<file path="config.mk">
export PLATFORM = sky130hd
export DESIGN_NAME = pll_drp_sequencer
export DESIGN_NICKNAME = d
export VERILOG_FILES = /design/src/rtl/pll_drp_sequencer.sv
export SDC_FILE = /design/constraint.sdc
export NUM_CORES = 1
export LEC_CHECK = 0
export CAP_MARGIN = 20
export CELL_PAD_IN_SITES_DETAIL_PLACEMENT = 1
export CELL_PAD_IN_SITES_GLOBAL_PLACEMENT = 2
export CORE_MARGIN = 1
export CORE_UTILIZATION = 32
export CTS_BUF_LIST = sky130_fd_sc_hd__clkbuf_2 sky130_fd_sc_hd__clkbuf_4 sky130_fd_sc_hd__clkbuf_8
export CTS_CLUSTER_SIZE = 30
export DETAILED_ROUTE_END_ITERATION = 16
export HOLD_SLACK_MARGIN = 0.02
export PLACE_DENSITY = 0.89
export SLEW_MARGIN = 40
export SYNTH_ARGS = -nofsm -noshare
export SYNTH_HDL_FRONTEND = slang
export SYNTH_SLANG_ARGS = --single-unit
</file>
<file path="constraint.sdc">
create_clock -name clk_i -period 2.7 [get_ports clk_i]
set_input_delay 0.27 -clock clk_i [delete_from_list [all_inputs] [get_ports clk_i]]
set_output_delay 0.27 -clock clk_i [all_outputs]
set_load 0.01 [all_outputs]
</file>
<file path="src/rtl/pll_drp_sequencer.sv">
// pll_drp_sequencer: PLL power-up and CLKOUT0 divide reconfiguration
// over DRP, with reset hold and lock supervision.
module pll_drp_sequencer #(
  parameter logic [6:0]  ADDR_REG1    = 7'h08,
  parameter logic [6:0]  ADDR_REG2    = 7'h09,
  parameter int unsigned RST_CYCLES   = 16,
  parameter int unsigned DRDY_TIMEOUT = 64,
  parameter int unsigned LOCK_TIMEOUT = 65536
) (
  input  logic        clk_i,
  input  logic        arst_n_i,
  input  logic        cfg_valid_i,
  output logic        cfg_ready_o,
  input  logic [7:0]  cfg_div_i,
  output logic        done_o,
  output logic [1:0]  err_o,
  output logic        clk_ok_o,
  output logic [6:0]  drp_daddr_o,
  output logic [15:0] drp_di_o,
  output logic        drp_den_o,
  output logic        drp_dwe_o,
  input  logic [15:0] drp_do_i,
  input  logic        drp_drdy_i,
  output logic        pll_rst_o,
  input  logic        pll_locked_i
);

  localparam int unsigned CW =
    $clog2(LOCK_TIMEOUT + RST_CYCLES + DRDY_TIMEOUT + 1);
  localparam logic [CW-1:0] RST_LAST  = CW'(RST_CYCLES - 1);
  localparam logic [CW-1:0] DRDY_LAST = CW'(DRDY_TIMEOUT - 1);
  localparam logic [CW-1:0] LOCK_LAST = CW'(LOCK_TIMEOUT - 1);

  localparam logic [1:0] E_OK   = 2'd0;
  localparam logic [1:0] E_DIV  = 2'd1;
  localparam logic [1:0] E_DRDY = 2'd2;
  localparam logic [1:0] E_LOCK = 2'd3;

  typedef enum logic [3:0] {
    S_BOOT_RST, S_BOOT_LOCK, S_IDLE,
    S_RD1, S_WR1, S_RD2, S_WR2,
    S_HOLD, S_WAIT_LOCK, S_REPORT
  } state_e;

  state_e        state_q, state_d, drp_next;
  logic [CW-1:0] cnt_q, cnt_d;
  logic          issued_q, issued_d;
  logic [1:0]    err_q, err_d;
  logic [6:0]    div_q, div_d;
  logic [7:0]    rd_q, rd_d;
  logic          done_q, done_d;
  logic          ok_q;
  logic [1:0]    sync_q;
  logic          lock_s;
  logic          in_drp, is_wr, div_bad;
  logic          div_one, edge_b;
  logic [5:0]    hi, lo;
  logic [15:0]   reg1_w, reg2_w;
  logic          unused_do;

  assign lock_s    = sync_q[1];
  assign unused_do = ^drp_do_i[7:0];

  assign in_drp = (state_q == S_RD1) || (state_q == S_WR1)
               || (state_q == S_RD2) || (state_q == S_WR2);
  assign is_wr  = (state_q == S_WR1) || (state_q == S_WR2);

  assign drp_next = (state_q == S_RD1) ? S_WR1 :
                    (state_q == S_WR1) ? S_RD2 :
                    (state_q == S_RD2) ? S_WR2 : S_HOLD;

  assign div_bad = (cfg_div_i == 8'd0) || (cfg_div_i > 8'd126);

  // Divide 1 bypasses the counter, so its edge bit stays clear.
  assign div_one = (div_q == 7'd1);
  assign hi      = div_one ? 6'd1 : div_q[6:1];
  assign lo      = div_one ? 6'd1 : div_q[6:1] + {5'd0, div_q[0]};
  assign edge_b  = div_q[0] & ~div_one;
  assign reg1_w  = {rd_q[7:4], hi, lo};
  assign reg2_w  = {rd_q, edge_b, div_one, 6'd0};

  assign cfg_ready_o = (state_q == S_IDLE);
  assign done_o      = done_q;
  assign err_o       = err_q;
  assign clk_ok_o    = ok_q;
  assign drp_den_o   = in_drp & ~issued_q;
  assign drp_dwe_o   = drp_den_o & is_wr;
  assign drp_daddr_o = ((state_q == S_RD1) || (state_q == S_WR1)) ? ADDR_REG1 :
                       ((state_q == S_RD2) || (state_q == S_WR2)) ? ADDR_REG2 :
                       7'd0;
  assign drp_di_o    = (state_q == S_WR1) ? reg1_w :
                       (state_q == S_WR2) ? reg2_w : 16'd0;
  assign pll_rst_o   = (state_q == S_BOOT_RST) || in_drp
                    || (state_q == S_HOLD);

  // Two-flop synchronizer for the asynchronous LOCKED pin.
  always_ff @(posedge clk_i or negedge arst_n_i) begin
    if (!arst_n_i) sync_q <= 2'b00;
    else           sync_q <= {sync_q[0], pll_locked_i};
  end

  // Sequencer next-state and bookkeeping.
  always_comb begin
    state_d  = state_q;
    cnt_d    = cnt_q;
    issued_d = issued_q;
    err_d    = err_q;
    div_d    = div_q;
    rd_d     = rd_q;
    done_d   = 1'b0;
    unique case (state_q)
      S_BOOT_RST, S_HOLD: begin
        if (cnt_q == RST_LAST) begin
          cnt_d   = '0;
          state_d = (state_q == S_HOLD) ? S_WAIT_LOCK : S_BOOT_LOCK;
        end else begin
          cnt_d = cnt_q + CW'(1);
        end
      end
      S_BOOT_LOCK, S_WAIT_LOCK: begin
        if (lock_s) begin
          cnt_d   = '0;
          state_d = (state_q == S_WAIT_LOCK) ? S_REPORT : S_IDLE;
        end else if (cnt_q == LOCK_LAST) begin
          cnt_d   = '0;
          err_d   = E_LOCK;
          state_d = (state_q == S_WAIT_LOCK) ? S_REPORT : S_IDLE;
        end else begin
          cnt_d = cnt_q + CW'(1);
        end
      end
      S_IDLE: begin
        if (cfg_valid_i) begin
          div_d    = cfg_div_i[6:0];
          cnt_d    = '0;
          issued_d = 1'b0;
          err_d    = div_bad ? E_DIV : E_OK;
          state_d  = div_bad ? S_REPORT : S_RD1;
        end
      end
      S_RD1, S_WR1, S_RD2, S_WR2: begin
        if (!issued_q) begin
          issued_d = 1'b1;
          cnt_d    = '0;
        end else if (drp_drdy_i) begin
          issued_d = 1'b0;
          cnt_d    = '0;
          state_d  = drp_next;
          if (!is_wr) rd_d = drp_do_i[15:8];
        end else if (cnt_q == DRDY_LAST) begin
          issued_d = 1'b0;
          cnt_d    = '0;
          err_d    = E_DRDY;
          state_d  = S_HOLD;
        end else begin
          cnt_d = cnt_q + CW'(1);
        end
      end
      S_REPORT: begin
        if (!done_q) done_d  = 1'b1;
        else         state_d = S_IDLE;
      end
      default: state_d = S_BOOT_RST;
    endcase
  end

  // State registers; clk_ok looks at the state being entered.
  always_ff @(posedge clk_i or negedge arst_n_i) begin
    if (!arst_n_i) begin
      state_q  <= S_BOOT_RST;
      cnt_q    <= '0;
      issued_q <= 1'b0;
      err_q    <= E_OK;
      div_q    <= '0;
      rd_q     <= '0;
      done_q   <= 1'b0;
      ok_q     <= 1'b0;
    end else begin
      state_q  <= state_d;
      cnt_q    <= cnt_d;
      issued_q <= issued_d;
      err_q    <= err_d;
      div_q    <= div_d;
      rd_q     <= rd_d;
      done_q   <= done_d;
      ok_q     <= lock_s & (state_d == S_IDLE);
    end
  end

endmodule

</file>
* After elaboration in Yosys (flattened, before gate mapping) *
Cells that the tools add are included.

word-level totals
  register bits = 43
  bits of input ports = 29
  output and inout bits = 31
  logic and storage cells = 104

cells by class
  add/sub/neg operators = 2
  order comparisons = 1
  eq/ne operators = 20
  multiplexer cells = 44
  bitwise operators = 7
  reductions and logical operators = 21

operators with widths
  kind                                                                              number
  17-bit two-way mux                                                                7
  17-bit case mux with 4 select lines                                               1
  4-bit two-way mux                                                                 13
  16-bit two-way mux                                                                2
  4-bit case mux with 5 select lines                                                1
  17-bit by 1-bit adder with 17-bit output (second input constant)                  1
  17-bit by 16-bit equality test with 1-bit output (second input constant)          1
  17-bit by 4-bit equality test with 1-bit output (second input constant)           1
  17-bit by 6-bit equality test with 1-bit output (second input constant)           1
  4-bit by 3-bit equality test with 1-bit output (second input constant)            4
  2-bit two-way mux                                                                 8
  4-bit by 2-bit equality test with 1-bit output (second input constant)            3
  6-bit two-way mux                                                                 2
  2-bit inequality test (second input constant)                                     6
  4-bit equality test (second input constant)                                       2
  8-bit by 7-bit greater-than comparator with 1-bit output (second input constant)  1
  8-bit zero test                                                                   1
  1-bit logical OR                                                                  8
  1-bit two-way mux                                                                 8
  7-bit by 1-bit equality test with 1-bit output (second input constant)            1
  7-bit AND reduction                                                               1
  6-bit by 1-bit adder with 6-bit output                                            1
  2-bit case mux with 3 select lines                                                1
  2-bit AND reduction                                                               3
  11 further kinds                                                                  17

* Depth between registers and ports, before layout *
  word-level depth = 9
  mapped depth = 11
  mapped depth without buffers = 10

* Worst setup path before layout *
No wires, ideal clock.

  path type = reg-to-reg
  from = register cnt_q[0]
  to = register err_q[0], in the netlist err_o[0]
  library setup time = 0.125 ns
  data arrival time = 2.408 ns
  data required time = 2.575 ns
  slack = 0.168 ns
  stages on the path, launching flop included = 11
  path buffers = 1
  period minus slack after synthesis = 2.532 ns
  path through = dfrtp_1 -> ha_1 -> and3_1 -> and3_1 -> clkbuf_1 -> and4_1 -> ha_1 -> a311oi_1 -> o31a_1 -> a221oi_2 -> mux2_2

on the way
  cells in the longest elaborated chain, start to end = 3
  elaborated cells between the ends (all ways) = 5
  classes of those cells = 4 x eq/ne; 1 x reduce/logical

RTL lines
  item                                                                                                                        RTL line  RTL
  start: declaration                                                                                                          46        logic [CW-1:0] cnt_q, cnt_d;
  start signal: assignment                                                                                                    180       cnt_q <= cnt_d;
  17-bit by 6-bit equality test with 1-bit output / 17-bit by 16-bit equality test with 1-bit output (equally long branches)  150, 124
  2-bit inequality test (no source line)                                                                                      -
  7-bit AND reduction (no source line) *                                                                                      -
  end signal: assignment                                                                                                      182       err_q <= err_d;
  end: declaration                                                                                                            48        logic [1:0] err_q, err_d;

Every way passes the cells marked *; elsewhere a longest branch is shown, timed or not.
A chain may end at the register's enable or synchronous reset.

* Worst setup path in the final report *
  from = register state_q[1]
  to = output port drp_daddr_o[3]

on the way
  cells in the longest elaborated chain, start to end = 4
  elaborated cells between the ends (all ways) = 8
  classes of those cells = 4 x eq/ne; 2 x mux; 2 x reduce/logical

RTL lines
  item                                            RTL line  RTL
  start: declaration                              45        state_e state_q, state_d, drp_next;
  start signal: assignment                        179       state_q <= state_d;
  4-bit by 3-bit equality test with 1-bit output  89        ((state_q == S_RD2) || (state_q == S_WR2)) ? ADDR_REG2 :
  1-bit logical OR                                89
  4-bit two-way mux                               89
  4-bit two-way mux *                             88        assign drp_daddr_o = ((state_q == S_RD1) || (state_q == S_WR1)) ? ADDR_REG1 :
  end: declaration                                18        output logic [6:0] drp_daddr_o,

Marked as above.

==> impl_metrics.py <==
metrics = {
    "clocking": {
        "clk_path_buf_depth": 2,
        "clk_latency_ps": 310,
        "cts.reportedPaths.clkPinSlew_ps": 90,
        "clock_sinks": 43,
        "numCtsBuffers": 5,
        "h-tree-depth": 2,
        "root_buffer": "clkbuf_8",
        "cts_tree": "built",
    },
    "power_and_ir_drop": {
        "peakVddDrop_mv": 0.313,
        "p_comb_frac": 0.522,
        "power_leakage_uw": 0.00142,
        "p_switching_uw": 1310,
        "clockPowerShare": 0.143,
        "intPower_uw": 1790,
        "p_sw_frac": 0.422,
        "pwr-share-seq": 0.336,
        "powerDensity_mw_per_mm2": 897,
    },
    "cells_and_area": {
        "drive_gt1_frac": 0.143,
        "num-nets-final": 376,
        "final_cell_mix": "45 x clkdlybuf4s50_1, 42 x dfrtp_1, 37 x nor2_1, 16 x mux2_2, 15 x buf_4",
        "antenna_cells": 0,
        "layout_commonest_cell": "clkdlybuf4s50_1",
        "final_core_util": 0.419,
        "synthToLayoutAreaGrowth_pct": 26.0,
    },
    "worst_setup_path": {
        "slowest_stage": "dfrtp_1",
        "end_kind": "output pin",
        "worstPathCellList": "a21boi_0 -> o21ai_1 -> inv_1 -> clkdlybuf4s50_1",
        "cp.required_ps": 2430,
        "reg2reg_setup_slack_ps": 220,
        "critical_path.startpoint_type": "flop",
        "arrival_ps": 2270,
        "reg2reg_depth": 9,
        "timing.rr.start": "cnt_q[1]",
        "path_max_fanout": 18,
        "max_stage_delay_ps": 730,
        "crit_type": "reg2out",
        "rr_endpoint": "err_o[0]",
    },
    "detailed_routing": {
        "wl_met1_um": 3360,
        "wl_met2_um": 3780,
        "viasPerCell": 5.28,
        "dr.pass1.iters": 4,
        "drt_iter0_drc": 73,
        "antenna_left": 0,
        "top_layer": "met4",
        "drc": 0,
        "vias": 2361,
        "wirelength_um": 7470,
        "wl_met3_um": 288,
        "routedWlPerCell_um": 16.7,
    },
    "timing": {
        "relSlewSlack": 0.605,
        "tightest_slew_ps": 592,
        "setup_viol": 0,
        "skew_ps": 15.7,
        "tns_ps": 0,
        "hold_viol": 0,
        "clock.fmax_ghz": 0.394,
        "timing.final.crit_period_ps": 2540,
        "slew_violations": 0,
        "rsz0062_at_grt": "false",
        "finalCritPeriodShare": 0.939,
    },
    "synth": {
        "ys_types": 57,
        "synthCells": 291,
        "ys_ff_latch": 43,
        "synth.avg_cell_area_sq_um": 9.43,
        "synth_edf_count": 0,
        "async_flop_share": 1.00,
        "synth_warnings": 0,
        "syn_area_sq_mm": 0.00275,
        "ys_seq_area_frac": 0.392,
        "synth_ff_type": "dfrtp_1",
    },
    "placement": {
        "numPortBuffers": 46,
        "place_congestion": 0.812,
        "dp_hpwl_um": 5580,
    },
    "global_route": {
        "grt_use_total": 0.176,
        "antenna_found_initial": 0,
        "grt_pass1_vias": 2417,
        "grt_pass1_wl_um": 12200,
        "grt_max_degree": 44,
        "overflow": 0,
    },
    "hold_path": {
        "hold_depth": 0,
        "hold_path.startpoint": "sync_q[0]",
        "hold_end": "sync_q[1]",
        "worstHoldPathType": "reg2reg",
    },
    "die": {
        "core-area_sq_mm": 0.00826,
        "pin_count": 60,
        "die_area_sq_mm": 0.00895,
        "die_h_um": 94.6,
        "row_count": 33,
        "die_x_um": 94.6,
        "start_util": 0.332,
    },
    "outcome": {
        "status": "finished clean",
    },
    "job": {
        "cap_violations": 0,
    },
}
==> cell usage after synthesis, drive strengths merged (2+ instances only) <==
library cell	instances	share of area
nor4b	4	0.013
nor2	37	0.051
nand3	14	0.026
or4	2	0.0055
nand2	13	0.018
a311oi	3	0.016
o21bai	2	0.0055
and3	10	0.023
and2	6	0.014
o21ai	6	0.011
mux2i	5	0.018
o32ai	2	0.0064
nand2b	4	0.0091
nand4	10	0.023
nand4b	2	0.0064
and4	3	0.0096
dfrtp	43	0.39
xnor2	10	0.032
nor3	14	0.027
nor2b	3	0.0068
xor2	9	0.029
o2bb2ai	2	0.0087
a21boi	2	0.0055
nor4	4	0.016
o211ai	3	0.0082
mux2	16	0.066
buf	19	0.039
ha	6	0.027
a21oi	6	0.011
clkbuf	4	0.0055
inv	7	0.0096
nor4bb	2	0.0073
==> worst max path at each step <==
stage / slack [ps] / cells after the start / end / start
6_report: 160 / 4 / drp_daddr_o[3] / state_q[1]
5_1_grt: 20 / 4 / drp_dwe_o / state_q[0]
4_1_cts: 110 / 6 / drp_di_o[3] / state_q[2]
3_5_place_dp: 150 / 8 / cnt_q[6] / cnt_q[1]
3_3_place_gp: 220 / 8 / cnt_q[1] / cnt_q[1]
2_1_floorplan: 170 / 10 / err_o[0] / cnt_q[0]
==> kinds of logic (layout without fill, tap and decap cells) <==
kind of cell	count (synthesis)	in the layout	synth area share
buffers and inverters	31	78	0.0556
adders and majority gates	6	6	0.0273
other	1	5	0.00137
muxes	21	21	0.0839
DFF	43	43	0.392
AOI/OAI and AO/OA	39	39	0.115
xor gates and xnor gates	19	19	0.0606
and+or+nand+nor	131	131	0.264
==> stage by stage <==
step | worst slack (ps) | hold WS, ps | instance area [sq um] | total power, uW | cells
after floorplan | 168 | -25.6 | 2760 | 2060 | 295
after global placement | 219 | 335 | 3330 | 2540 | 437
after detailed placement | 146 | 304 | 3330 | 2600 | 437
after CTS | 111 | 357 | 3440 | 3070 | 446
after global routing | 15.2 | 377 | 3460 | 3350 | 447
final | 164 | 353 | 3460 | 3100 | 447
==> worst max-delay path, delay by kind of cell, from the launching register on <==
family,cells,cell delay [ps]
buffers and inverters,2,650
AOI/OAI and AO/OA,2,580
DFF,1,730
==> area by class of cell <==
type | instances | area (sq um)
clock buffer | 5 | 68.8
clock inverter | 3 | 26.3
fill | 945 | 4800
inverter | 8 | 30.0
multi-input combinational | 221 | 1530
sequential | 43 | 1080
tap | 105 | 131
timing repair buffer | 62 | 593
==> per-layer routing <==
metal  track usage  vias up
met4        0.0366        0
met1         0.216     1185
met2         0.316       38
met5             0        -
li1              -     1134
met3        0.0338        4
==> state kept, by name, indices dropped and copies added, names as in the netlist <==
register and count:
clk_ok_o 1, cnt_q 17, div_q 7, done_o 1
err_o 2, issued_q 1, rd_q 8, state_q 4
sync_q 2
==> power by group through the flow <==
stage	Combinational (uW)	Sequential (uW)	Clock, uW
floorplan	1120	943	0
global placement	1500	1040	0
detailed placement	1550	1050	0
CTS	1570	1040	463
global route	1790	1070	493
finish	1620	1040	443
==> timing repair <==
| item | 4_1_cts | 5_1_grt |
|---|---|---|
| hold endpoints to repair | 43 | 0 |
| setup endpoints to repair | 0 | 18 |
| hold buffers | 1 | 0 |
| buffers inserted | 0 | 1 |
| resized for setup | 0 | 1 |
Note: power is estimated with default switching activity, not from simulation.
